<file path="config.mk">
export PLATFORM = sky130hd
export DESIGN_NAME = pico_prog_sequencer
export DESIGN_NICKNAME = d
export VERILOG_FILES = /design/src/rtl/pico_prog_sequencer.sv
export SDC_FILE = /design/constraint.sdc
export NUM_CORES = 1
export LEC_CHECK = 0
export CAP_MARGIN = 20
export CORE_UTILIZATION = 26
export CTS_CLUSTER_DIAMETER = 40
export CTS_CLUSTER_SIZE = 30
export DETAILED_ROUTE_END_ITERATION = 12
export GPL_ROUTABILITY_DRIVEN = 0
export GPL_TIMING_DRIVEN = 0
export HOLD_SLACK_MARGIN = 0.02
export PLACE_DENSITY = 0.42
export SYNTH_ARGS = -nofsm -noshare
export SYNTH_HDL_FRONTEND = slang
export SYNTH_SLANG_ARGS = --single-unit
</file>
<file path="constraint.sdc">
create_clock -name clk -period 5.4 [get_ports clk]
set_input_delay 1.62 -clock clk [delete_from_list [all_inputs] [get_ports clk]]
set_output_delay 1.62 -clock clk [all_outputs]
set_load 0.01 [all_outputs]
</file>
<file path="src/rtl/pico_prog_sequencer.sv">
// pico_prog_sequencer
// Loads a small program from a host, then feeds it to the 8-bit pico core
// one instruction at a time. Each instruction goes in as two byte loads
// followed by one execute cycle. The core's PC is sampled after every
// instruction, so the core decides where fetch goes next.
//
// Ports:
//   clk, rst_n         clock, synchronous active-low reset
//   prog_we/addr/wdata host write port into the program buffer (IDLE/DONE only)
//   prog_len           run ends once core_pc >= prog_len
//   start, halt        run request / abort request
//   core_pc            low ADDR_W bits of the core PC
//   core_ui, core_uio  drive the core's ui_in / uio_in pins
//   busy, done         run status; done is held until the next start
//   timeout, aborted   reason the last run ended (step limit / halt)
//   bad_instr          sticky: an issued word had bit 7 set
//   step_count         instructions executed in the current/last run
module pico_prog_sequencer #(
    parameter int ADDR_W    = 5,
    parameter int MAX_STEPS = 255
) (
    input  logic              clk,
    input  logic              rst_n,
    input  logic              prog_we,
    input  logic [ADDR_W-1:0] prog_addr,
    input  logic [15:0]       prog_wdata,
    input  logic [ADDR_W:0]   prog_len,
    input  logic              start,
    input  logic              halt,
    input  logic [ADDR_W-1:0] core_pc,
    output logic [7:0]        core_ui,
    output logic [7:0]        core_uio,
    output logic              busy,
    output logic              done,
    output logic              timeout,
    output logic              aborted,
    output logic              bad_instr,
    output logic [7:0]        step_count
);

    typedef enum logic [2:0] {
        IDLE,
        LOAD_LO,
        LOAD_HI,
        EXEC,
        SAMPLE_PC,
        DONE
    } state_t;

    localparam logic [7:0] MAX_STEPS_B = 8'(MAX_STEPS);

    state_t            state;
    logic [15:0]       mem [2**ADDR_W];
    logic [15:0]       instr_q;
    logic              halt_q;

    // Fetch always follows the core PC; the sequencer never steps the
    // address on its own, so branches and wrap-around come for free.
    logic [ADDR_W-1:0] fetch_addr;
    logic [15:0]       fetch_word;
    logic              pc_past_end;
    logic [7:0]        step_next;
    logic              can_write;

    assign fetch_addr  = core_pc;
    assign fetch_word  = mem[fetch_addr];
    // prog_len == 0 is covered here too: every PC is >= 0.
    assign pc_past_end = ({1'b0, core_pc} >= prog_len);
    assign step_next   = step_count + 8'd1;
    assign can_write   = (state == IDLE) || (state == DONE);

    // Program buffer: no reset, host writes only while no run is active.
    always_ff @(posedge clk) begin
        if (prog_we && can_write) begin
            mem[prog_addr] <= prog_wdata;
        end
    end

    // Run-control FSM. Outputs are registered and set for the state being
    // entered, so core_ui/core_uio are stable for the whole state.
    always_ff @(posedge clk) begin
        if (!rst_n) begin
            state      <= IDLE;
            instr_q    <= '0;
            halt_q     <= 1'b0;
            core_ui    <= '0;
            core_uio   <= '0;
            busy       <= 1'b0;
            done       <= 1'b0;
            timeout    <= 1'b0;
            aborted    <= 1'b0;
            bad_instr  <= 1'b0;
            step_count <= '0;
        end else begin
            // Halt is only remembered here; it takes effect at the next
            // PC sample so a half-loaded instruction is never abandoned.
            if (busy && halt) begin
                halt_q <= 1'b1;
            end

            case (state)
                IDLE, DONE: begin
                    if (start) begin
                        done       <= 1'b0;
                        timeout    <= 1'b0;
                        aborted    <= 1'b0;
                        step_count <= '0;
                        halt_q     <= 1'b0;
                        if (pc_past_end) begin
                            state <= DONE;
                            done  <= 1'b1;
                            busy  <= 1'b0;
                        end else begin
                            state    <= LOAD_LO;
                            busy     <= 1'b1;
                            instr_q  <= fetch_word;
                            core_ui  <= {1'b1, fetch_word[6:0]};
                            core_uio <= '0;
                        end
                    end
                end

                LOAD_LO: begin
                    // Bit 7 has no slot in the byte-load protocol; it is
                    // dropped on the wire and flagged instead.
                    if (instr_q[7]) begin
                        bad_instr <= 1'b1;
                    end
                    state    <= LOAD_HI;
                    core_ui  <= 8'h80;
                    core_uio <= instr_q[15:8];
                end

                LOAD_HI: begin
                    state    <= EXEC;
                    core_ui  <= '0;
                    core_uio <= '0;
                end

                EXEC: begin
                    state <= SAMPLE_PC;
                end

                SAMPLE_PC: begin
                    step_count <= step_next;
                    if (pc_past_end) begin
                        state <= DONE;
                        busy  <= 1'b0;
                        done  <= 1'b1;
                    end else if (halt_q || halt) begin
                        state   <= DONE;
                        busy    <= 1'b0;
                        done    <= 1'b1;
                        aborted <= 1'b1;
                    end else if (step_next == MAX_STEPS_B) begin
                        state   <= DONE;
                        busy    <= 1'b0;
                        done    <= 1'b1;
                        timeout <= 1'b1;
                    end else begin
                        state    <= LOAD_LO;
                        instr_q  <= fetch_word;
                        core_ui  <= {1'b1, fetch_word[6:0]};
                        core_uio <= '0;
                    end
                end

                default: begin
                    state <= IDLE;
                end
            endcase
        end
    end

endmodule

</file>
* Word level (Yosys, flattened, before mapping)
Memories as Yosys holds them, arrays and structs flattened.
Cells that the tools add are included.
** Storage, ports and cells
- Bits in writable memories :: 512
- Output and inout bits :: 29
- Memories kept :: 1
- Register bits :: 49
- Input bits :: 37
- Word-level logic and storage cells :: 93
** Memories
- mem :: words 32, width 16, rd ports 1, clocked after Yosys merged registers in 0, write ports 1, line 53 : logic [15:0] mem [2**ADDR_W];
** Cells by class
- Reductions and logical operators :: 15
- Mux-type cells :: 50
- Eq/ne operators :: 14
- Magnitude comparators :: 1
- $add $sub $neg :: 1
** Operators with widths (number)
- $mux W8 :: 11
- $mux W16 :: 5
- $pmux W8 S4 :: 2
- $pmux W16 S2 :: 1
- $mux W1 :: 20
- $pmux W8 S2 :: 1
- $mux W3 :: 5
- $pmux W3 S5 :: 1
- $ne A2 B2 Y1 const B :: 7
- $reduce_and A6 Y1 :: 2
- $add A8 B1 Y8 const B :: 1
- $eq A8 B8 Y1 const B :: 1
- $pmux W1 S2 :: 4
- $eq A3 B2 Y1 const B :: 2
- $eq A3 B3 Y1 const B :: 2
- $ge A5 B6 Y1 :: 1
- $reduce_and A5 Y1 :: 1
- $ne A4 B4 Y1 const B :: 1
- $reduce_and A2 Y1 :: 2
- $reduce_and A4 Y1 :: 1
- $reduce_bool A4 Y1 :: 1
- $eq A3 B1 Y1 const B :: 1
- $logic_not A3 Y1 :: 1
- $reduce_and A3 Y1 :: 1
- 4 further kinds :: 6

* Depth between registers and ports, before layout
- Depth after elaboration :: 6
- Depth in mapped cells :: 13
- Depth with buffers taken out :: 8

* Worst setup path after synthesis
No wires, ideal clock.
- Path kind :: input to register
- Start point :: input port core_pc[0]
- End point :: register core_uio[5]
- Required time :: 5.283 ns
- Stages :: 13
- Path buffers :: 5
- Slack :: 1.080 ns
- Library setup time :: 0.117 ns
- Arrival time :: 4.204 ns
- Path through :: clkbuf_1 > buf_4 > buf_4 > buf_4 > inv_1 > ha_1 > nand2b_1 > a21o_1 > o2bb2ai_1 > o21ai_0 > a31oi_4 > buf_6 > a22o_1
** On the way
- Longest elaborated chain between the ends :: 3
- Elaborated cells between the ends (all ways) :: 4
- Classes of those cells :: order compare (1); eq/ne (2); reduce/logical (1)
** Ends and longest elaborated chain
- start: declaration :: line 30 : input logic [ADDR_W-1:0] core_pc,
- $ge A5 B6 Y1 * :: line 68 : assign pc_past_end = ({1'b0, core_pc} >= prog_len);
- $ne A2 B2 Y1 (no line)
- $reduce_and A6 Y1 (no line) *
- end signal: assignment :: line 131 : core_uio <= instr_q[15:8];
- end: declaration :: line 32 : output logic [7:0] core_uio,
Mark *: on every way between the ends. The rest lies on a longest branch, timed or not.
A chain may end at the register's enable or synchronous reset.

* Worst setup path in the final report
- Start point :: input port core_pc[0]
- End point :: register instr_q[10]
** On the way
- Longest elaborated chain between the ends :: 5
- Elaborated cells between the ends (all ways) :: 11
- Classes of those cells :: order compare (1); eq/ne (2); mux (6); reduce/logical (1); memory (1)
** Ends and longest elaborated chain
- $mem_v2 Z32 W16
- $mux W16 :: line 155 : end else if (step_next == MAX_STEPS_B) begin
- $mux W16 :: line 150 : end else if (halt_q || halt) begin
- $mux W16 :: line 146 : if (pc_past_end) begin
- $pmux W16 S2 :: line 101 : case (state)
- end signal: assignment :: line 116 : instr_q <= fetch_word;
- end signal: assignment :: line 162 : instr_q <= fetch_word;
- end: declaration :: line 54 : logic [15:0] instr_q;
Several ways; a longest one is shown, not always the timed one. The select of a mux whose other input is x is not followed.

==> flow_summary.html <==
<table>
<tr><th>Metric</th><th>Value</th></tr>
<tr><th colspan="2">Cells and area</th></tr>
<tr><td>Number of standard cells in the layout, taps in and fillers out</td><td>2510</td></tr>
<tr><td>Fillers</td><td>7887</td></tr>
<tr><td>Area of the multi-input gates</td><td>5120 sq um</td></tr>
<tr><td>Nets</td><td>1417</td></tr>
<tr><td>Share of final-layout standard cells stronger than drive strength 1</td><td>23.4%</td></tr>
<tr><td>Area taken by flip-flops and latches</td><td>16200 sq um</td></tr>
<tr><td>Syn-to-layout area delta</td><td>27.1%</td></tr>
<tr><td>Final Cell Area</td><td>27500 sq um</td></tr>
<tr><th colspan="2">Yosys</th></tr>
<tr><td>Compound-gate portion of the synthesized area</td><td>6.20%</td></tr>
<tr><td>Share of flip-flops with an asynchronous set or reset</td><td>0%</td></tr>
<tr><td>Sequential share of the synthesized area</td><td>75.0%</td></tr>
<tr><td>Count of unique library cells instantiated by Yosys</td><td>55</td></tr>
<tr><td>Top cells by area, synth</td><td>edfxtp_1 71%, mux4_2 6.7%, mux2i_1 5.9%, dfxtp_1 3.9%, a22oi_1 1.9%</td></tr>
<tr><td>Synthesized area</td><td>21600 sq um</td></tr>
<tr><td>Syn nets</td><td>1223</td></tr>
<tr><td>Ys flop type</td><td>edfxtp_1</td></tr>
<tr><td>Combinational family with the most area after synthesis</td><td>multiplexers</td></tr>
<tr><td>Xor-xnor portion of the synthesized cell area</td><td>0.202%</td></tr>
<tr><td>Most frequent cell after synthesis</td><td>edfxtp_1</td></tr>
<tr><td>Mean instance size in the synthesized netlist</td><td>18.3 sq um</td></tr>
<tr><td>Number of enable-type register cells in the synthesized netlist</td><td>512</td></tr>
<tr><td>Biggest area consumer among synthesized cells</td><td>edfxtp_1</td></tr>
<tr><td>Syn Inst Count</td><td>1179</td></tr>
<tr><td>Adder and majority gate portion of the synthesized area</td><td>0.405%</td></tr>
<tr><td>Yosys reg bits</td><td>554</td></tr>
<tr><td>YS warnings</td><td>0</td></tr>
<tr><td>Proportion of netlist area held by the largest area contributor</td><td>71.1%</td></tr>
<tr><td>Simple-Gate Fraction of Synth Area</td><td>3.89%</td></tr>
<tr><td>Multiplexer share of the synthesized area</td><td>12.6%</td></tr>
<tr><td>Synth top cells by count</td><td>512 x edfxtp_1, 128 x mux2i_1, 64 x mux4_2, 54 x a22oi_1, 54 x nor2_1</td></tr>
<tr><th colspan="2">Clock tree</th></tr>
<tr><td>Post-CTS Setup Inserts</td><td>0</td></tr>
<tr><td>Hold buffer count at CTS</td><td>0</td></tr>
<tr><td>TritonCTS clock tree</td><td>built</td></tr>
<tr><td>Clock network latency to the later pin of the worst-skew pair</td><td>0.62 ns</td></tr>
<tr><td>TritonCTS Buffers</td><td>82</td></tr>
<tr><td>Clock-pin slew of the registers on the worst-case setup and hold paths</td><td>0.06 ns</td></tr>
<tr><td>Buffer levels on the longest clock path</td><td>3</td></tr>
<tr><td>Post-cts resize count</td><td>0</td></tr>
<tr><td>Number of H-tree branching levels</td><td>3</td></tr>
<tr><td>Sinks on the clock net</td><td>554</td></tr>
<tr><td>Master cell of the clock root buffer</td><td>clkbuf_16</td></tr>
<tr><th colspan="2">Pwr</th></tr>
<tr><td>Power Density</td><td>414 nW/um^2</td></tr>
<tr><td>Overall power</td><td>11400 uW</td></tr>
<tr><td>Worst IR drop on VDD</td><td>0.000195 V</td></tr>
<tr><td>Static power due to leakage</td><td>0.00916 uW</td></tr>
<tr><th colspan="2">Detailed routing</th></tr>
<tr><td>Avg WL per Cell</td><td>22.4 um</td></tr>
<tr><td>DRT antenna net count</td><td>0</td></tr>
<tr><td>Number of search-and-repair iterations in the first detailed-routing pass</td><td>5</td></tr>
<tr><td>Routed wire length</td><td>56.2 mm</td></tr>
<tr><td>Starting DRC count in detailed routing</td><td>771</td></tr>
<tr><td>Count of vias placed by the detailed router</td><td>11700</td></tr>
<tr><td>Number of vias per cell</td><td>4.66</td></tr>
<tr><td>Number of DRC violations after detailed routing</td><td>0</td></tr>
<tr><th colspan="2">Floorplanning</th></tr>
<tr><td>Number of placement rows</td><td>105</td></tr>
<tr><td>IO Count</td><td>66</td></tr>
<tr><td>Chip height</td><td>290 um</td></tr>
<tr><td>Area of the die</td><td>84400 sq um</td></tr>
<tr><td>Die width</td><td>290 um</td></tr>
<tr><td>Floorplan Core Area</td><td>82200 sq um</td></tr>
<tr><td>Initial Utilization</td><td>26.3%</td></tr>
<tr><th colspan="2">Placed design</th></tr>
<tr><td>Cell total after placement</td><td>2347</td></tr>
<tr><td>IO Port Bufs</td><td>64</td></tr>
<tr><td>Placement-stage cell area</td><td>24300 sq um</td></tr>
<tr><td>HPWL after DPL</td><td>37.7 mm</td></tr>
<tr><td>Placement-stage worst setup slack</td><td>-0.244 ns</td></tr>
<tr><th colspan="2">Timing</th></tr>
<tr><td>Slew Viols, Final</td><td>0</td></tr>
<tr><td>Final hold violation count</td><td>0</td></tr>
<tr><td>Setup-violating endpoint count in the final report</td><td>0</td></tr>
<tr><td>Achievable frequency</td><td>0.201 GHz</td></tr>
<tr><td>Slew at the pin closest to its max-slew limit</td><td>1.04 ns</td></tr>
<tr><td>Final cycle utilization of the critical path</td><td>91.9%</td></tr>
<tr><td>Worst setup slack after layout</td><td>0.436 ns</td></tr>
<tr><td>Final clock skew</td><td>0.0292 ns</td></tr>
<tr><td>Clock period minus final worst setup slack</td><td>4.96 ns</td></tr>
<tr><td>Setup repair after global routing missed its margin</td><td>no</td></tr>
<tr><td>Setup tns final</td><td>0 ns</td></tr>
<tr><td>Headroom to the max-slew limit</td><td>30.7%</td></tr>
<tr><th colspan="2">Critical path</th></tr>
<tr><td>Worst endpoint required time</td><td>5.87 ns</td></tr>
<tr><td>CP Max Fanout</td><td>11</td></tr>
<tr><td>Launching element type of the critical path</td><td>input pin</td></tr>
<tr><td>Worst flop-to-flop path startpoint</td><td>state[2]</td></tr>
<tr><td>Setup crit start</td><td>core_pc[0]</td></tr>
<tr><td>Type of element capturing the critical path</td><td>flip-flop</td></tr>
<tr><td>Arrival time of data at the critical path endpoint</td><td>5.44 ns</td></tr>
<tr><td>Critical setup path kind</td><td>in -&gt; reg</td></tr>
<tr><th colspan="2">Global route</th></tr>
<tr><td>Number of global-route vias before repair</td><td>11900</td></tr>
<tr><td>Initial antenna violation count</td><td>0</td></tr>
<tr><td>Pin count of the biggest net entering global routing</td><td>33</td></tr>
<tr><td>Global-route wire length before repair</td><td>82.6 mm</td></tr>
<tr><td>Global routing usage summed across all routing layers</td><td>13.3%</td></tr>
<tr><td>Total congestion overflow</td><td>0</td></tr>
<tr><th colspan="2">Min path</th></tr>
<tr><td>Type of the most critical hold path</td><td>reg -&gt; reg</td></tr>
<tr><td>Start point of the worst hold path</td><td>core_ui[7]</td></tr>
<tr><th colspan="2">Job</th></tr>
<tr><td>Max-cap viol count</td><td>0</td></tr>
<tr><th colspan="2">Outcome</th></tr>
<tr><td>Status</td><td>finished clean</td></tr>
</table>
==> placed cells by master (no fill, tap or decap), drive strengths merged, types with 7 or more instances in the layout <==
cell type      count
o21ai             19
a221oi             9
mux4              64
a22o              35
ha                 7
a211oi            11
nand4             10
clkinvlp           7
nand2             34
edfxtp           512
a32o               8
nand3             20
a21oi             23
a22oi             54
buf               82
nor3              15
nor2              55
mux2i            128
clkdlybuf4s50     64
dfxtp             42
clkbuf           122
clkinv            23
inv               31
or4               11
bufinv             9
==> cell type report <==
| class | count | area share [%] |
|---|---|---|
| buffer | 66 | 1.22 |
| timing repair buffer | 110 | 5.71 |
| clock inverter | 58 | 2.33 |
| clock buffer | 92 | 8.14 |
| sequential | 554 | 59.0 |
| antenna | 1 | 0.00910 |
| tap | 1070 | 4.87 |
| inverter | 12 | 0.164 |
| multi-input combinational | 547 | 18.6 |
==> stage by stage <==
stage | hold slack [ns] | util [%]
2_1_floorplan | 0.436 | -
5_1_grt | 0.482 | 33.4
6_report | 0.465 | 33.4
3_3_place_gp | 0.454 | 28.7
3_5_place_dp | 0.457 | 29.6
4_1_cts | 0.463 | 33.1
==> per-layer routing <==
layer	global-route usage, %	share of wire (%)
met1	18.7	47
met5	0	0
met2	20.6	46
met4	3.78	2.3
met3	3.10	5.4
==> kinds of logic after synthesis <==
family / count (synthesis)
xor+xnor: 5
compound gates: 175
fa+ha+maj: 7
simple gates: 168
buf+inv: 78
mux: 192
flops: 554
==> power by group <==
group	switching, uW	internal [uW]
registers	50.9	4810
logic	621	376
clock network	2060	3470
total	2730	8650
==> sequential cells by signal, indices dropped and copies added, names as in the netlist <==
register,cells
halt_q,1
core_ui,8
timeout,1
step_count,8
bad_instr,1
instr_q,9
mem,512
core_uio,8
done,1
busy,1
aborted,1
state,3
==> worst max-delay path, cell delays in order <==
cell,delay [ns]
clkbuf_1,0.28
buf_4,0.35
buf_4,0.30
buf_4,0.30
inv_1,0.08
ha_1,0.26
nand2b_1,0.38
a21o_1,0.31
a21oi_1,0.17
o221ai_1,0.33
nor2_2,0.64
buf_6,0.26
o21ai_0,0.11
==> worst paths after layout <==
path / endpoint / slack [ns] / cells after the start
setup reg to reg: mem[16][13] / 1.91 / 7
hold / removal: core_ui[7] / 0.46 / 1
hold reg to reg: core_ui[7] / 0.46 / 1
setup / recovery: instr_q[10] / 0.44 / 13
(Power assumes the default switching activity.)
